`src/rtl/sa_operand_sequencer.sv`:
```
// sa_operand_sequencer: fetches NxN weight rows or diagonally skewed feature vectors from operand memory
module sa_operand_sequencer #(
  parameter int ARRAY_DIM = 2,
  parameter int DATA_W = 8,
  parameter int ADDR_W = 6,
  parameter int LEN_W = 8,
  localparam int IW = $clog2(ARRAY_DIM) > 1 ? $clog2(ARRAY_DIM) : 1
) (
  input  logic                        clk,
  input  logic                        rst,
  input  logic                        wl_start,
  input  logic                        fl_start,
  input  logic [ADDR_W-1:0]           weight_baseaddr,
  input  logic [ADDR_W-1:0]           feature_baseaddr,
  input  logic [LEN_W-1:0]            fl_len,
  output logic                        mem_rd_en,
  output logic [ADDR_W-1:0]           mem_addr,
  input  logic [ARRAY_DIM*DATA_W-1:0] mem_rd_data,
  output logic                        w_row_valid,
  output logic [IW-1:0]               w_row_idx,
  output logic [ARRAY_DIM*DATA_W-1:0] w_row_data,
  output logic [ARRAY_DIM-1:0]        a_valid,
  output logic [ARRAY_DIM*DATA_W-1:0] a_data,
  output logic                        wl_done,
  output logic                        fl_done,
  output logic                        weights_loaded,
  output logic                        busy,
  output logic                        start_err
);
  typedef enum logic [2:0] {IDLE, W_FETCH, W_DRAIN, F_FETCH, F_DRAIN} state_t;
  localparam logic [LEN_W-1:0] N1 = LEN_W'(ARRAY_DIM - 1);
  localparam logic [LEN_W-1:0] NN = LEN_W'(ARRAY_DIM);
  state_t state, nxt;
  logic [LEN_W-1:0] cnt, len;
  logic [ADDR_W-1:0] addr;
  logic [IW-1:0] widx;
  logic rd_w, rd_f, idle, accept_w, accept_f;
  always_comb begin
    idle = state == IDLE;
    accept_w = idle && wl_start;
    accept_f = idle && fl_start && !wl_start && weights_loaded && fl_len != '0;
    nxt = state;
    case (state)
      IDLE:    nxt = accept_w ? W_FETCH : accept_f ? F_FETCH : IDLE;
      W_FETCH: nxt = cnt == N1 ? W_DRAIN : W_FETCH;
      W_DRAIN: nxt = cnt == LEN_W'(1) ? IDLE : W_DRAIN;
      F_FETCH: nxt = cnt == len - LEN_W'(1) ? F_DRAIN : F_FETCH;
      F_DRAIN: nxt = cnt == NN ? IDLE : F_DRAIN;
      default: nxt = IDLE;
    endcase
  end
  assign mem_rd_en = state == W_FETCH || state == F_FETCH;
  assign mem_addr = mem_rd_en ? addr : '0;
  assign busy = !idle || w_row_valid || |a_valid;
  always_ff @(posedge clk) state <= !rst ? IDLE : nxt;
  always_ff @(posedge clk) begin
    if (!rst) begin
      cnt <= '0;
      len <= '0;
      addr <= '0;
      widx <= '0;
      rd_w <= 1'b0;
      rd_f <= 1'b0;
      w_row_valid <= 1'b0;
      w_row_idx <= '0;
      w_row_data <= '0;
      wl_done <= 1'b0;
      fl_done <= 1'b0;
      weights_loaded <= 1'b0;
      start_err <= 1'b0;
    end else begin
      cnt <= (idle || nxt != state) ? '0 : cnt + LEN_W'(1);
      len <= accept_f ? fl_len : len;
      addr <= accept_w ? weight_baseaddr : accept_f ? feature_baseaddr : mem_rd_en ? addr + ADDR_W'(1) : addr;
      rd_w <= state == W_FETCH;
      rd_f <= state == F_FETCH;
      w_row_valid <= rd_w;
      w_row_data <= rd_w ? mem_rd_data : '0;
      w_row_idx <= rd_w ? widx : '0;
      widx <= idle ? '0 : rd_w ? widx + IW'(1) : widx;
      wl_done <= state == W_DRAIN && nxt == IDLE;
      fl_done <= state == F_DRAIN && nxt == IDLE;
      weights_loaded <= accept_w ? 1'b0 : (state == W_DRAIN && nxt == IDLE) ? 1'b1 : weights_loaded;
      start_err <= idle ? fl_start && !accept_f : wl_start || fl_start;
    end
  end
  for (genvar i = 0; i < ARRAY_DIM; i++) begin : g_lane
    logic [DATA_W-1:0] sd [0:i];
    logic [i:0] sv;
    always_ff @(posedge clk) begin
      if (!rst) begin
        sv <= '0;
        for (int d = 0; d <= i; d++) sd[d] <= '0;
      end else begin
        sv[0] <= rd_f;
        sd[0] <= rd_f ? mem_rd_data[i*DATA_W +: DATA_W] : '0;
        for (int d = 1; d <= i; d++) begin
          sv[d] <= sv[d-1];
          sd[d] <= sd[d-1];
        end
      end
    end
    assign a_valid[i] = sv[i];
    assign a_data[i*DATA_W +: DATA_W] = sd[i];
  end
endmodule

```
`config.mk`:
```
export PLATFORM = sky130hd
export DESIGN_NAME = sa_operand_sequencer
export DESIGN_NICKNAME = d
export VERILOG_FILES = /design/src/rtl/sa_operand_sequencer.sv
export SDC_FILE = /design/constraint.sdc
export NUM_CORES = 1
export LEC_CHECK = 0
export CAP_MARGIN = 0
export CORE_MARGIN = 2
export CORE_UTILIZATION = 45
export DETAILED_ROUTE_END_ITERATION = 7
export HOLD_SLACK_MARGIN = 0.08
export PLACE_DENSITY = 0.76
export SLEW_MARGIN = 30
export SYNTH_ARGS = -nofsm -noshare
export SYNTH_HDL_FRONTEND = slang
export SYNTH_SLANG_ARGS = --single-unit
```
`constraint.sdc`:
```
create_clock -name clk -period 2.6 [get_ports clk]
set_input_delay 0.26 -clock clk [delete_from_list [all_inputs] [get_ports clk]]
set_output_delay 0.26 -clock clk [all_outputs]
set_load 0.05 [all_outputs]
```
==> flow_summary.ini <==
[run_status]
status = finished clean

[synthesis]
ys_ff_latch = 76
synth-edff-count = 0
yosysWarnings = 0
synth_compound_area_share_pct = 15.4
synth-seq-area-share_pct = 46.6
syn_inst = 342
ys_types = 59
synthAdderAreaFrac_pct = 1.92
postSynthAreaPerCell_um2 = 9.54
synth_top_family_by_area = simple AND/OR/NAND/NOR gates
synth-xor-area-share_pct = 4.56
synthSimpleGateAreaFrac_pct = 25.9
synth_fp_nets = 387
ys.flop_type = dfxtp_1
async_flop_share_pct = 0
synth_mux_area_share_pct = 0
syn-cell-area_um2 = 3260

[cts]
cts_tree = built
ctsLongestPathBuffers = 2
cts_sinks = 76
clk_pin_slew_ns = 0.08
cts_setup_buffers = 0
cts_made_buffers = 9
clk_latency_ns = 0.34
holdBufCountCts = 0
htreeDepth = 3
clock-root-buffer = clkbuf_8

[worst_hold_path]
hold_path.class = input pin to flip-flop
worst_hold_path.num_cells = 3

[die]
dieArea_um2 = 7950
core_area_um2 = 7140
fp-row-count = 31
io_pins = 88
die_h_um = 89.2
initial_core_util_pct = 45.7
die_width_um = 89.2

[cells_and_area]
final_cell_mix = clkdlybuf4s50_1 (78), dfxtp_1 (76), and3_1 (38), nand2_1 (23), and2_1 (20)
finish.utilization_pct = 60.8
area_growth_pct = 32.8
finish.instance_area_um2 = 4340
antenna_cells = 0
drive_gt1_share_pct = 8.57
nNetsFinal = 460
final_common_cell = clkdlybuf4s50_1

[sta]
slew_violations = 0
tightest_slew_ns = 0.614
slew_headroom_pct = 59.0
hold_viol_final = 0
max_freq_mhz = 417
fin_crit_ns = 2.40
final.setup.tns_ns = 0
period_share_pct = 92.2
finalSetupViolCount = 0
rsz0062_at_grt = no
skew_ns = 0.00635

[placed_design]
io_buffers = 87
dp_hpwl_um = 5260
gp_congestion = 0.852
dpl_cell_area_um2 = 4140

[routing]
routed_via_density = 5.34
num_vias = 2771
route.detailed.drc = 0
drtPass1Iterations = 4
wirelength_um = 7400
final_antenna_net_count = 0
drt-initial-drc-count = 130
post_drt_wl_per_cell_um = 14.3

[grt]
grt_overflow = 0
grt_pass1_wl_um = 12300
grt_pass1_vias = 2590
grt_usage_pct = 19.6
grt_max_degree = 58
antenna_found_initial = 0

[critical_path]
path_class = flip-flop to primary output
cp.required_ns = 2.34
crit_path_start_kind = flip-flop
cp_max_fo = 14
rr_worst_depth = 6
critical_path_arrival_ns = 2.14
end_kind = primary output
r2r_slack_ns = 0.36

[flow_run]
maxCapViolations = 0

[pwr]
powerDensity_nw_per_um2 = 563
leakagePower_nw = 1.78
peakVddDrop_mv = 0.302
## registers in the layout, summed over array words and instances, names as in the netlist
| name | cells |
|---|---|
| w_row_idx | 1 |
| rd_w | 1 |
| w_row_valid | 1 |
| len | 8 |
| fl_done | 1 |
| widx | 1 |
| addr | 6 |
| weights_loaded | 1 |
| w_row_data | 16 |
| start_err | 1 |
| wl_done | 1 |
| g_lane.sv | 2 |
| rd_f | 1 |
| state | 3 |
| g_lane.sd | 24 |
| cnt | 8 |
## cell type report
cell class                      instances  area (um2)
Fill cell                             655        2800
Multi-Input combinational cell        227        1560
Sequential cell                        76        1520
Timing Repair Buffer                   93         903
Clock buffer                           10         128
Tap cell                               99         124
Clock inverter                          6        72.6
Inverter                                8        30.0
## cell usage after synthesis, types with 4 or more instances
master,n,area (um2)
dfxtp_1,76,1520
and3_1,38,238
nand2_1,23,86.3
and2_1,20,125
clkbuf_1,18,67.6
nand3_1,16,80.1
xnor2_1,12,105
nor2_1,11,41.3
a21boi_0,9,67.6
buf_4,9,67.6
inv_1,8,30.0
a21oi_1,6,30.0
a22oi_1,5,37.5
ha_1,5,62.6
nor4_1,5,31.3
xor2_1,5,43.8
buf_2,4,20.0
nand4_1,4,25.0
nor2b_1,4,25.0
o22ai_1,4,25.0
## path summary, 6_finish.rpt
check	startpoint	end
worst max register to register	state[0]	addr[2]
worst min-delay path	rst	addr[1]
worst max-delay path	state[0]	mem_addr[2]
worst min register to register	g_lane[1].sd[0][6]	g_lane[1].sd[0][14]
## worst max-delay path, cell delays in order, from the launching register on
cell	delay [ns]
dfxtp_1	0.52
nand2b_1	0.20
inv_1	0.35
and2_1	0.18
dlygate4sd2_1	0.53
## metal layers
layer	track usage [%]	vias up	wire, um
li1	-	1375	-
met1	25.7	1307	3330
met2	31.2	76	3520
met3	4.16	13	380
met4	8.14	0	164
met5	0	-	0
## stage by stage
stage / instances / hold slack (ns) / setup WS, ns / total power [mW]
2_1_floorplan: 342 / 0.405 / 0.583 / 1.43
3_3_place_gp: 503 / 0.414 / 0.324 / 1.56
3_5_place_dp: 503 / 0.420 / 0.240 / 1.57
4_1_cts: 519 / 0.327 / 0.0514 / 2.46
5_1_grt: 519 / 0.349 / 0.0616 / 2.54
6_report: 519 / 0.331 / 0.202 / 2.44
## report_power, final
group / switching, mW / internal [mW] / total, mW
clock: 0.452 / 0.454 / 0.905
sequential: 0.0286 / 1.19 / 1.22
combinational: 0.180 / 0.140 / 0.320
## what timing repair did
| item | in CTS | in global routing |
|---|---|---|
| setup endpoints to repair | 6 | 1 |
| gates resized for setup | 6 | 1 |
| endpoints found under the hold margin | 0 | 0 |
| gates cloned | 0 | 0 |
## logic make-up (layout without fill, tap and decap cells)
group	count (synthesis)	in the layout
XOR/XNOR	17	17
adder cells (fa/ha/maj)	5	5
AO/OA/AOI/OAI	63	63
AND/OR/NAND/NOR	142	142
flip-flops	76	76
buffers and inverters	39	117
Note: power is estimated with default switching activity, not from simulation.
